===== config.mk =====
export PLATFORM = sky130hd
export DESIGN_NAME = id_ex_stage
export DESIGN_NICKNAME = d
export VERILOG_FILES = /design/src/rtl/id_ex_stage.sv
export SDC_FILE = /design/constraint.sdc
export NUM_CORES = 1
export LEC_CHECK = 0
export BUFFER_PORTS_ARGS = -buffer_cell sky130_fd_sc_hd__buf_2
export CORE_AREA = 4 4 165 167
export DETAILED_ROUTE_END_ITERATION = 10
export DIE_AREA = 0 0 169 171
export PLACE_DENSITY = 0.56
export SYNTH_ARGS = -nofsm -noshare
export SYNTH_HDL_FRONTEND = slang
export SYNTH_SLANG_ARGS = --single-unit

===== constraint.sdc =====
create_clock -name clk -period 2.1 [get_ports clk]
set_input_delay 0.315 -clock clk [delete_from_list [all_inputs] [get_ports clk]]
set_output_delay 0.315 -clock clk [all_outputs]
set_load 0.005 [all_outputs]

===== src/rtl/id_ex_stage.sv =====
// ID/EX pipeline register with load-use hazard detection, operand forwarding
// from EX/MEM and MEM/WB, and a saturating load-use stall counter.
module id_ex_stage #(
  parameter int CNT_W = 16
) (
  input  logic             clk,
  input  logic             rst,
  input  logic [31:0]      instr,
  input  logic [31:0]      pc4,
  input  logic [7:0]       ctrl,
  input  logic [31:0]      regA,
  input  logic [31:0]      regB,
  input  logic             flush,
  input  logic             mem_regWrite,
  input  logic [4:0]       mem_rd,
  input  logic [31:0]      mem_result,
  input  logic             wb_regWrite,
  input  logic [4:0]       wb_rd,
  input  logic [31:0]      wb_data,
  output logic [4:0]       rs,
  output logic [4:0]       rt,
  output logic             stall,
  output logic             ex_valid,
  output logic [7:0]       ex_ctrl,
  output logic [31:0]      ex_pc4,
  output logic [31:0]      ex_imm,
  output logic [4:0]       ex_rs,
  output logic [4:0]       ex_rt,
  output logic [4:0]       ex_rd,
  output logic [31:0]      ex_opA,
  output logic [31:0]      ex_opB,
  output logic [31:0]      ex_aluB,
  output logic [CNT_W-1:0] stall_cnt
);

  logic [31:0] ex_a_r;
  logic [31:0] ex_b_r;
  logic        hazard_s;
  logic [4:0]  dest_s;
  logic [31:0] imm_s;

  // Nearest producer wins; register 0 is hard-wired and never bypassed.
  function automatic logic [31:0] fwd(
    input logic [4:0]  idx,
    input logic [31:0] latched,
    input logic        m_we,
    input logic [4:0]  m_rd,
    input logic [31:0] m_val,
    input logic        w_we,
    input logic [4:0]  w_rd,
    input logic [31:0] w_val
  );
    logic [31:0] res;
    if (m_we && (m_rd != 5'd0) && (m_rd == idx)) begin
      res = m_val;
    end else if (w_we && (w_rd != 5'd0) && (w_rd == idx)) begin
      res = w_val;
    end else begin
      res = latched;
    end
    return res;
  endfunction

  assign rs       = instr[25:21];
  assign rt       = instr[20:16];
  assign hazard_s = ex_valid & ex_ctrl[6] & (ex_rt != 5'd0) &
                    ((ex_rt == rs) | (ex_rt == rt));
  assign stall    = hazard_s & ~flush;
  assign dest_s   = ctrl[4] ? instr[15:11] : instr[20:16];
  assign imm_s    = {{16{instr[15]}}, instr[15:0]};

  assign ex_opA  = fwd(ex_rs, ex_a_r, mem_regWrite, mem_rd, mem_result,
                       wb_regWrite, wb_rd, wb_data);
  assign ex_opB  = fwd(ex_rt, ex_b_r, mem_regWrite, mem_rd, mem_result,
                       wb_regWrite, wb_rd, wb_data);
  assign ex_aluB = ex_ctrl[3] ? ex_imm : ex_opB;

  // ID/EX register: reset, flush and load-use all collapse to an all-zero bubble.
  always_ff @(posedge clk) begin
    if (rst || flush || hazard_s) begin
      ex_valid <= 1'b0;
      ex_ctrl  <= 8'd0;
      ex_pc4   <= 32'd0;
      ex_imm   <= 32'd0;
      ex_rs    <= 5'd0;
      ex_rt    <= 5'd0;
      ex_rd    <= 5'd0;
      ex_a_r   <= 32'd0;
      ex_b_r   <= 32'd0;
    end else begin
      ex_valid <= 1'b1;
      ex_ctrl  <= ctrl;
      ex_pc4   <= pc4;
      ex_imm   <= imm_s;
      ex_rs    <= rs;
      ex_rt    <= rt;
      ex_rd    <= dest_s;
      ex_a_r   <= regA;
      ex_b_r   <= regB;
    end
  end

  // Load-use stall counter, saturating so long runs never wrap back to zero.
  always_ff @(posedge clk) begin
    if (rst) begin
      stall_cnt <= {CNT_W{1'b0}};
    end else if (stall && (stall_cnt != {CNT_W{1'b1}})) begin
      stall_cnt <= stall_cnt + {{(CNT_W-1){1'b0}}, 1'b1};
    end else begin
      stall_cnt <= stall_cnt;
    end
  end

endmodule


==> results list, run 1 <==
- In this run the worst hold path is classified as in -> reg.
- Counting flops with an async set or reset pin after synthesis yields a share of 0%.
- For this run, the number of Yosys warnings is 0.
- The tree is rooted in a clkbuf_16.
- Proportion of layout cells with a drive suffix above 1: 61.95%
- Setup crit end kind: output pin
- The library cell used most frequently in the layout, excluding fill and tap cells, is buf_2.
- Data arrives at the worst endpoint at 2290 ps.
- Counting every instance in the synthesized netlist gives 797.
- Required time at the endpoint of the critical path: 1780 ps
- Dividing the final minimum period by the clock period gives 124.0%.
- Max-cap viol count: 0
- CTS HTree Levels: 4
* Standard cell with the maximum stage delay on the critical path: dfxtp_4
* TritonCTS clock tree: done
- Leakage power summed over all cells: 5.983 nW
- Power spread over the standard cell area amounts to 591.8 mW/mm^2.
* Num CTS Buffers: 17
* DIE AREA: 0.02890 sq mm
- Entering global routing, the biggest net connects 61 pins.
* Violated checks: setup timing
* Post-Place Worst Slack: -498.0 ps
- Each instance of the synthesized netlist takes up on average 8.964 sq um.
* Total congestion overflow: 0
- Port Buffers: 419
- Number of distinct standard cells referenced by the synthesized netlist: 42
- Wire length per cell: 21.14 um
- Measured along the y axis, the die boundary spans 171 um.
- After floorplanning, the core was sized to cover 0.02576 sq mm.
* Number of nets in the finished design: 1496
- Clock skew on the completed layout was measured at 16.41 ps.
- Summing every instance area after synthesis gives 0.007144 sq mm.
- Initial cell density of the core: 27.73%
- The clock net in this run drives a total of 152 sinks.
- The worst pin sits at a relative slew slack of 66.61%.
- Worst Slack Setup Final: -504.9 ps
- DRC violations left: 0
- In this run the cell area measured after placement is 0.009893 sq mm.
- The via count of the first global-routing pass came to 7856.
- Wire length of the first global-routing pass: 47620 um
- DR vias: 7856
- Top post-synthesis cells by area: dfxtp_1, and2_1, nor2_1, mux2i_1, o31ai_1
- Synth top area share: 42.59%
* Outcome: finished with violations
- Peak supply drop: 0.4840 mV
- Along the worst path, the maximum fanout reaches 7.
* CTS clk-pin slew, worst paths: 80 ps
* Leading area contributor after synthesis: dfxtp_1
* DRC violation total after the first TritonRoute iteration: 384
- Total Routed Length: 34450 um
- Cell row count: 59
- Half-perimeter wire length of the detailed placement result: 22860 um
- For this run, the total global-route usage over all layers was measured as 21.56%.
* Detailed-route vias per instance: 4.820
- Among all flip-flop cells after synthesis, the most frequent one is dfxtp_1.
- For this run, the top clock speed supported by timing is 383.9 MHz.
- Cts-stage hold buffer count: 0
- Traced cell by cell, the critical path runs through xor2_2 -> nor3_4 -> nand3_4 -> buf_12 -> buf_4 -> a221oi_4 -> o31ai_2 -> buf_2.
- Once layout is done, the placed cells without fillers occupy 0.01278 sq mm.
- On the worst path, the slowest cell contributes a delay of 360 ps.
* Source-to-sink clock delay at the later pin of the worst-skew pair: 430 ps
* Actual transition at the worst max-transition pin: 500.1 ps
* Count of flip-flops with a built-in enable after synthesis: 0
* Count of final hold-check violations: 0
- 426 I/O pins were placed.
* Number of max-slew violations in the final report: 0
- Setup-violating endpoint count in the final report: 97
- The detail route stage leaves a number of antenna-violating nets equal to 0.
* Router iterations before antenna repair: 5
- Setup repair after global routing missed its margin: yes
* Minimum period implied by the final worst setup slack: 2605 ps
- For this run, the share of the core covered by cells in the final layout is 49.59%.
- Worst setup path class: reg -> out
- At the end of routability-driven placement, the weighted congestion stood at 0.9020.
- Synthesis produced a netlist with a net count of 1013.
- FF+latch count, synth: 152
- The initial antenna violation count was 3.
- Commonest cells after routing, fill and taps aside: buf_2, dfxtp_1, and2_1, nor2_1, buf_4
- Area grow syn2layout: 78.84%
- Counting along the longest clock path gives a buffer depth of 2.
* CP Launch Type: flop
* Portion of the post-synthesis area used by sequential elements: 42.59%
- The die is 169 um wide.
==> per-layer routing <==
metal,GRT usage [%],up-vias,routed length [um]
met3,6.100,59,2750
met2,37.48,390,17070
met5,0,-,27
li1,-,3692,-
met1,26.34,3711,13820
met4,5.670,4,784
==> worst paths after layout <==
kind                 from           end  slack (ps)  cells past startpoint
max              ex_rt[3]   ex_aluB[17]        -500                      8
min               pc4[24]    ex_pc4[24]          80                      2
max reg2reg      ex_rt[1]  stall_cnt[7]          30                      8
min reg2reg  stall_cnt[8]  stall_cnt[8]         530                      2
==> worst max-delay path, delay by kind of cell, from the launching register on <==
kind	cells	cell delay, ps
AOI/OAI and AO/OA	2	400
and+or+nand+nor	2	450
xor gates and xnor gates	1	160
DFF	1	360
buffers and inverters	3	500
==> synth_stat cells (17+ instances only) <==
cell and instances:
a21oi_1 40, a221oi_1 29, and2_1 130, and3_1 32, buf_2 17, buf_4 32, clkbuf_1 27, dfxtp_1 152
mux2i_1 39, nand2_1 24, nor2_1 111, o31ai_1 38, xor2_1 20
==> area by class of cell <==
cell class | count | area (sq um)
Clock inverter | 15 | 175.2
Multi-Input combinational cell | 554 | 4906
Timing Repair Buffer | 553 | 3766
Clock buffer | 17 | 425.4
Antenna cell | 2 | 5.005
Sequential cell | 152 | 3072
Tap cell | 335 | 419.2
Fill cell | 2390 | 12990
Inverter | 2 | 8.758
==> report_power, final <==
group / leakage, nW / internal (mW) / total, mW / switching (mW)
logic: 4.44 / 0.710 / 1.35 / 0.644
clock network: 0.289 / 1.62 / 3.16 / 1.54
registers: 1.25 / 2.98 / 3.05 / 0.0655
total: 5.98 / 5.31 / 7.56 / 2.25
==> stage by stage <==
step                cells  TNS (ps)  hold WS (ps)  power (mW)
finish               1630    -40030         82.60       7.562
global route         1629    -49620         55.14       7.914
CTS                  1616    -39970         62.10       7.550
detailed placement   1546    -29920         509.0       4.110
global placement     1546    -29410         493.8       4.103
floorplan             797         0         436.7       3.523
==> cells by family (layout without fill, tap and decap cells) <==
group | Yosys count | count (layout) | share of synthesized area (%)
xor gates and xnor gates | 30 | 30 | 3.678
buffers and inverters | 92 | 587 | 8.178
AOI/OAI and AO/OA | 119 | 119 | 11.96
muxes | 46 | 46 | 6.567
other | 0 | 2 | 0
and+or+nand+nor | 357 | 358 | 26.85
DFF | 152 | 152 | 42.59
adders and majority gates | 1 | 1 | 0.1751
==> sequential cells by signal, summed over array words and instances (netlist names) <==
| register | flops |
|---|---|
| ex_a_r | 32 |
| ex_b_r | 32 |
| ex_ctrl | 8 |
| ex_imm | 16 |
| ex_pc4 | 32 |
| ex_rd | 5 |
| ex_rs | 5 |
| ex_rt | 5 |
| ex_valid | 1 |
| stall_cnt | 16 |
==> what timing repair did <==
| item | in CTS | in global routing |
|---|---|---|
| cloned | 11 | 10 |
| gates resized for setup | 226 | 104 |
| setup buffers | 27 | 9 |
| endpoints found under the setup margin | 102 | 247 |
| pin swaps | 72 | 61 |
No activity file was read; power rests on OpenSTA's default activity.
==> run 2: changes to the inputs <==
--- a/config.mk
+++ b/config.mk
@@ -5,11 +5,13 @@
 export SDC_FILE = /design/constraint.sdc
 export NUM_CORES = 1
 export LEC_CHECK = 0
+export ABC_AREA = 1
 export BUFFER_PORTS_ARGS = -buffer_cell sky130_fd_sc_hd__buf_2
-export CORE_AREA = 4 4 165 167
+export CORE_AREA = 4 4 164 166
 export DETAILED_ROUTE_END_ITERATION = 10
-export DIE_AREA = 0 0 169 171
+export DIE_AREA = 0 0 168 170
 export PLACE_DENSITY = 0.56
+export SLEW_MARGIN = 20
 export SYNTH_ARGS = -nofsm -noshare
 export SYNTH_HDL_FRONTEND = slang
 export SYNTH_SLANG_ARGS = --single-unit
==> constraint.sdc (replaced) <==
create_clock -name clk -period 2.5 [get_ports clk]
set_input_delay 0.375 -clock clk [delete_from_list [all_inputs] [get_ports clk]]
set_output_delay 0.375 -clock clk [all_outputs]
set_load 0.005 [all_outputs]
==> results list, run 2 <==
- Outcome: completed
- The worst hold margin is 149.1 ps (+66.51 ps).
* Multi-input combinational cell area: 0.003502 sq mm (-29%)
- The slowest stage of the critical path is the dfxtp_1 cell.
- The initial antenna violation count came to 3 (unchanged).
- DR vias: 8655 (+10%)
- The post-layout instance area is 0.01112 sq mm (-13%).
- Number of global-route vias before repair: 8140 (+3.6%)
- The detail-routed via count per cell came to 4.513 (-6.4%).
* Router iterations before antenna repair: 5 (unchanged)
* Overall Power: 6.158 mW (-19%)
- The count of nets after finishing was 1785 (+19%).
- The combined global-route utilization of all metal layers was 20.64% (-0.92 points).
- CTS HTree Levels: 4 (unchanged)
- The core area came to 0.02562 sq mm (-0.57%).
- Min-delay src: pc4[6]
- Portion of the clock cycle consumed by the worst path in the final layout: 98.32%
- The effective utilization at floorplan was 29.26% (+1.5 points).
- In the layout the commonest cells are buf_2, nand2_1, nor2_1, inv_1, dfxtp_1.
- Count of flip-flops with a built-in enable after synthesis: 0 (unchanged)
* Cts-stage hold buffer count: 0 (unchanged)
- The biggest cell delay along the critical path is 390 ps (+30 ps).
- Ports placed on the boundary: 426 (unchanged)
- Leading cell type in the layout, fill and taps excluded: buf_2
* Minimum period implied by the final worst setup slack: 2458 ps
- TritonCTS built the clock tree.
- After synthesis, the cell types taking the most area are dfxtp_1, nand2_1, nor2_1, nand3_1, inv_1.
* Required time at the endpoint of the critical path: 2120 ps (+340 ps)
* Biggest registers after layout: ex_a_r (32), ex_b_r (32), ex_pc4 (32)
- The detailed-route DRC error count came to 0 (unchanged).
- Worst hold endpoint: ex_pc4[6]
- Chip width: 168 um (-0.59%)
- Most used cell, CP: nand2_1
- The count of endpoints failing hold in the final timing report came to 0 (unchanged).
- Most frequent cells after synthesis: nand2_1, nor2_1, inv_1
- Post-synthesis instance area: 0.007496 sq mm (+4.9%)
- Clk Tree Root Cell: clkbuf_16
- Fmax achieved: 406.8 MHz
* Source-to-sink clock delay at the later pin of the worst-skew pair: 430 ps (about the same)
* Total of fill cells in the finished design: 2758 (+15%)
- The utilization after layout is 43.43% (-6.2 points).
- FF+latch count, synth: 152 (unchanged)
- Worst Slack Setup Final: 41.90 ps (+546.7 ps)
- Setup-violating endpoint count in the final report: 0 (-100%)
- Leakage power summed over all cells: 6.508 nW (+8.8%)
* Number of max-slew violations in the final report: 0 (unchanged)
* Synthesized area per cell: 6.434 sq um (-28%)
* Fin Clk Skew: 12.49 ps (-3.914 ps)
- The Yosys warning count is 0 (unchanged).
- Number of non-filler instances in the completed layout: 1918 (+18%)
- Crit Reg-Reg Endpoint: ex_a_r[29]
* DRC violation total after the first TritonRoute iteration: 486 (+27%)
- Worst setup path class: reg -> out
* Largest fanout of any net on the critical path: 8 (+1)
- Half-perimeter wire length of the detailed placement result: 23920 um (+4.6%)
- The min-delay analysis places its worst path in the category in -> reg.
- The count of max-cap constraint violations was 0 (unchanged).
- Setup repair after global routing missed its margin: yes
* Total congestion overflow: 0 (unchanged)
* DIE HEIGHT: 170 um (-0.58%)
- Cell total after placement: 1866 (+21%)
- Wire length of the first global-routing pass: 45950 um (-3.5%)
* Num Clock Sinks: 152 (unchanged)
- Arrival time reported for the critical path endpoint: 2080 ps (-210 ps)
* Main synth FF type: dfxtp_1
- The slew at the pin closest to its max-slew limit is 493.8 ps (-6.284 ps).
- The area used by sequential logic in the layout was 0.003068 sq mm (-0.12%).
- Worst reg2reg path depth: 9 (+1)
- The sum of negative setup slack came to 0 ps (+40030 ps).
- The largest buffer count on any clock path was 2 (unchanged).
- Most frequent cell after synthesis: nand2_1
- Traced cell by cell, the critical path runs through xor2_1 -> nor3_4 -> buf_6 -> nand2_4 -> clkbuf_16 -> nand2_1 -> nand2_1 -> nand2_1 -> o21ai_1 -> buf_2.
- Num CTS Buffers: 17 (unchanged)
* Setup crit end kind: output pin
* CP Launch Type: flop
* Post-Place Worst Slack: 132.2 ps (+630.2 ps)
* Syn_nets: 1381 (+36%)
* Area grow syn2layout: 48.41%
* Leading area contributor after synthesis: dfxtp_1
- Portion of the post-synthesis area used by sequential elements: 40.59% (-2.0 points)
- Total Routed Length: 32920 um (-4.4%)
- The worst path buffer plus inverter count is 3 (unchanged).
- The fraction of final layout cells with drive strength greater than 1 was 35.59% (-26 points).
- The fraction of registers with async set/reset was 0% (unchanged).
- In this run the critical register-to-register path is launched from ex_rt[0].
- The count of buffers inserted at the top-level ports came to 419 (unchanged).
- Broken down by cell family, the worst path's largest delay share belongs to buffers and inverters.
* Peak supply drop: 0.3941 mV (-19%)
* Number of distinct standard cells referenced by the synthesized netlist: 28 (-33%)
* Pin count of the biggest net entering global routing: 52 (-15%)
- Wire length per cell: 17.16 um (-19%)
- CTS clk-pin slew, worst paths: 80 ps (about the same)
- Cell row count: 59 (unchanged)
- Power density over cell area: 553.6 mW/mm^2 (-6.5%)
- The worst hold path cell count is 3 (+1).
- Number of nets with antenna violations after routing: 0 (unchanged)
- Placement-stage cell area: 0.009906 sq mm (+0.13%)
* Synth top area share: 40.59% (-2.0 points)
* Weighted congestion reported at the end of routability-driven placement: 0.9015 (about the same)
* Setup slack on the worst flop-to-flop path: 490 ps (+460 ps)
- Relative slew slack: 67.03% (+0.42 points)
- The full die area is 0.02856 sq mm (-1.2%).
* Mapped Cells: 1165 (+46%)
run 2: changes by cell type after synthesis, sizes merged, moves of 33 or more:
cell / delta
inv: +187
nor2: +93
and2: -98
mux2i: -39
o21ai: +33
nand2: +262
nand3: +132
o31ai: -39
run 2: report_power, final:
| part | internal (mW) | leakage [nW] | switching [mW] |
|---|---|---|---|
| Clock | 1.45 | 0.284 | 1.18 |
| Combinational | 0.448 | 4.97 | 0.539 |
| Sequential | 2.51 | 1.25 | 0.0389 |
| Total | 4.40 | 6.51 | 1.76 |
run 2: worst max path at each step:
stage | depth (start not counted) | start | endpoint | slack (ps)
finish | 10 | ex_rs[3] | ex_opA[3] | 40
global route | 11 | ex_rs[1] | ex_opA[7] | -70
CTS | 10 | ex_rs[2] | ex_opA[26] | 2
detailed placement | 10 | wb_rd[0] | ex_opA[29] | 130
global placement | 10 | wb_rd[0] | ex_opA[29] | 130
floorplan | 9 | ex_rt[0] | ex_opB[10] | 660
run 2: layout make-up:
cell class                 instances  area share (%)
antenna                            1         0.02249
tap                              335           3.768
clock buffer                      18           3.948
timing repair buffer             467           25.31
multi-input combinational        742           31.48
clock inverter                    14           1.417
inverter                         189           6.478
sequential                       152           27.58
run 2: worst register-to-register path, stage by stage, from the launching register on:
cell and delay [ps]:
dfxtp_4 370, buf_4 160, nor2_1 100, nand4_1 150, nand3_1 120, inv_2 70
nand2_1 110, nand3_4 360, buf_12 350, nor2_1 150
run 2: cell families (layout without fill, tap and decap cells):
| family | after synthesis | after routing | share of synthesized area, % |
|---|---|---|---|
| fa+ha+maj | 1 | 1 | 0.1669 |
| compound gates | 43 | 43 | 2.871 |
| xor+xnor | 21 | 21 | 2.454 |
| flops | 152 | 152 | 40.59 |
| buf+inv | 271 | 688 | 15.89 |
| other cells | 0 | 1 | 0 |
| simple gates | 677 | 677 | 38.02 |
run 2: repair_timing:
item / 4_1_cts / 5_1_grt
gates resized for setup: 28 / 65
pin swaps: 4 / 14
gates cloned: 1 / 10
endpoints found under the setup margin: 96 / 93
buffers inserted: 2 / 6
run 2: routing by layer:
metal	wire (um)	global-route usage, %	vias to the layer above
met1	13530	25.08	3952
met3	2347	4.994	47
met4	761	6.422	2
met2	16270	36.15	372
li1	-	-	4282
met5	7	0	-
==> run 3: changes to the inputs <==
--- a/config.mk
+++ b/config.mk
@@ -5,11 +5,11 @@
 export SDC_FILE = /design/constraint.sdc
 export NUM_CORES = 1
 export LEC_CHECK = 0
-export ABC_AREA = 1
+export ABC_AREA = 0
 export BUFFER_PORTS_ARGS = -buffer_cell sky130_fd_sc_hd__buf_2
-export CORE_AREA = 4 4 164 166
+export CORE_AREA = 4 4 162 164
 export DETAILED_ROUTE_END_ITERATION = 10
-export DIE_AREA = 0 0 168 170
+export DIE_AREA = 0 0 166 168
 export PLACE_DENSITY = 0.56
 export SLEW_MARGIN = 20
 export SYNTH_ARGS = -nofsm -noshare
==> results list, run 3 (synthesis results as in run 1) <==
- Part of the power in registers: 41.7% (+0.4 points)
- The total iterations of the first detailed-routing run is 5 (unchanged).
* Commonest cells after routing, fill and taps aside: buf_2, dfxtp_1, and2_1, nor2_1, buf_4
- Maximum root-to-sink buffer count: 2 (unchanged)
- Power density over cell area: 533.4 mW/mm^2 (-3.6%)
* Part of the power in the clock network: 43.0% (+0.3 points)
- The total I/O pin count came to 426 (unchanged).
* Worst setup path class: reg -> out
* Detailed-route vias per instance: 4.760 (+5.5%)
* Largest fanout of any net on the critical path: 6 (-2)
- Setup TNS: -7656 ps (-7656 ps)
- Number of global-route vias before repair: 7540 (-7.4%)
- The number of rows created at floorplan came to 58 (-1.7%).
- TritonCTS clock tree: done
- Port Buffers: 419 (unchanged)
- Total of fill cells in the finished design: 2443 (-11%)
- DR vias: 7544 (-13%)
* Reg2reg start: ex_rt[4]
- The library cell used most frequently in the layout, excluding fill and tap cells, is buf_2.
- Initial antenna violation count: 5 (+2)
* Number of nets in the finished design: 1454 (-19%)
- The post-detailed-route wirelength per cell is 19.59 um (+14%).
- Internal power contribution: 4.363 mW (-0.83%)
* Worst hold slack after final layout: 137.8 ps (-11.32 ps)
* Required time at the endpoint of the critical path: 2120 ps (about the same)
- The final number of setup-violating endpoints is 89 (+89).
- The total overflow reported by the global router was 0 (unchanged).
* CTS clk-pin slew, worst paths: 80 ps (about the same)
* Worst Slack Setup Final: -192.7 ps (-234.6 ps)
* Min-delay src: pc4[26]
- The quantity of hold-fixing buffers added after cts came to 0 (unchanged).
- DRC violations left: 0 (unchanged)
- The post-placement setup slack came to -167.9 ps (-300.1 ps).
- Number of max-slew violations in the final report: 0 (unchanged)
- Peak supply drop: 0.3197 mV (-19%)
* DRC violation total after the first TritonRoute iteration: 393 (-19%)
- The half-perimeter wire length of the detailed placement result was 22150 um (-7.4%).
* Fmax achieved: 371.4 MHz (-8.7%)
- STA classifies the critical path endpoint as an output pin.
- Pin count of the biggest net entering global routing: 37 (-29%)
* Leakage power summed over all cells: 5.529 nW (-15%)
- Source-to-sink clock delay at the later pin of the worst-skew pair: 430 ps (about the same)
- The width of the die is 166 um (-1.2%).
- DIE AREA: 0.02789 sq mm (-2.4%)
- Fin Clk Skew: 17.73 ps (+5.239 ps)
- Max-cap viol count: 0 (unchanged)
* Violated checks: setup timing
- Arrival time reported for the critical path endpoint: 2320 ps (+240 ps)
- The tightest min-delay check is of the in -> reg type.
- End-of-flow core utilization: 46.25% (+2.8 points)
* CTS HTree Levels: 4 (unchanged)
* Wire length of the first global-routing pass: 45030 um (-2.0%)
- The length in cells of the worst reg-to-reg path came to 9 (unchanged).
- Initial cell density of the core: 28.70% (-0.56 points)
- DIE HEIGHT: 168 um (-1.2%)
- Total net switching power: 1.778 mW (+1.1%)
- Num Clock Sinks: 152 (unchanged)
- Switching Share: 28.95% (+0.39 points)
- For hold timing, the worst endpoint is ex_pc4[26].
- In this run the clock root is driven by a clkbuf_16.
- The combinational share of power is 15.3% (-0.7 points).
- Outcome: finished with violations
* Number of nets with antenna violations after routing: 0 (unchanged)
- The share of the clock period used by the worst path after layout is 107.7% (+9.4 points).
- Count of final hold-check violations: 0 (unchanged)
* Actual transition at the worst max-transition pin: 840.3 ps (+346.5 ps)
- Minimum period implied by the final worst setup slack: 2693 ps (+234.6 ps)
* Area grow syn2layout: 61.14%
* Total Routed Length: 31050 um (-5.7%)
- The combined global-route utilization of all metal layers is 20.69% (+0.050 points).
* Setup repair after global routing missed its margin: yes
- In the final layout, the registers with the most flip-flops are ex_a_r (32), ex_b_r (32), ex_pc4 (32).
- The fraction of final layout cells with drive strength greater than 1 came to 53.88% (+18 points).
* Num CTS Buffers: 17 (unchanged)
- Weighted congestion reported at the end of routability-driven placement: 0.9547 (+5.9%)
- The worst hold path cell count is 2 (-1).
- STA classifies the critical path startpoint as a flop.
* Relative slew slack: 43.64% (-23 points)
- The core area is 0.02489 sq mm (-2.8%).
* Setup slack on the worst flop-to-flop path: 250 ps (-240 ps)
* Crit Reg-Reg Endpoint: stall_cnt[4]
run 3: repair_timing:
item                       CTS  global route
gates resized for setup     98            75
setup endpoints to repair   96            97
cloned                       6             6
pin swaps                    8            11
buffers inserted             6             6
run 3: power groups by stage:
stage / logic, mW / clock network, mW / registers, mW
final: 0.942 / 2.64 / 2.56
after floorplan: 0.362 / 0 / 2.60
after global routing: 1.03 / 2.82 / 2.57
after detailed placement: 0.833 / 0 / 2.61
after CTS: 0.902 / 2.72 / 2.56
after global placement: 0.827 / 0 / 2.61
run 3: how the worst max path moves through the flow:
stage / start / to / cells after the start
final: ex_rs[3] / ex_opA[3] / 8
after global routing: ex_rs[2] / ex_opA[3] / 8
after CTS: ex_rs[3] / ex_opA[10] / 6
after detailed placement: mem_rd[1] / ex_aluB[3] / 8
after global placement: mem_rd[1] / ex_aluB[4] / 9
after floorplan: wb_rd[1] / ex_opA[10] / 8
run 3: final cells by class:
cell class / count / area (sq um) / area share, %
timing repair buffer: 512 / 3247 / 28.20
tap: 330 / 412.9 / 3.587
inverter: 2 / 7.507 / 0.06521
sequential: 152 / 3059 / 26.57
clock buffer: 17 / 425.4 / 3.695
clock inverter: 15 / 193.9 / 1.685
antenna: 4 / 10.01 / 0.08695
multi-input combinational: 553 / 4156 / 36.10
run 3: worst max-delay path: stages (launching register included):
cell,delay (ps)
dfxtp_2,330
xnor2_1,160
nand3_1,110
or4_4,560
buf_12,180
buf_16,160
buf_8,140
a21oi_2,130
buf_2,130
run 3: per-stage QoR:
step                instances  area (sq um)  total power [mW]
global route             1585         11510             6.415
finish                   1585         11510             6.140
floorplan                 797          7144             2.960
CTS                      1569         11020             6.181
detailed placement       1525          9767             3.444
global placement         1525          9767             3.437
run 3: per-layer routing:
metal | vias up | share of wire [%] | GRT usage [%]
li1 | 3605 | - | -
met1 | 3492 | 40 | 24.03
met2 | 385 | 49 | 35.28
met3 | 60 | 8.7 | 7.114
met4 | 2 | 3.1 | 7.927
met5 | - | 0.023 | 0
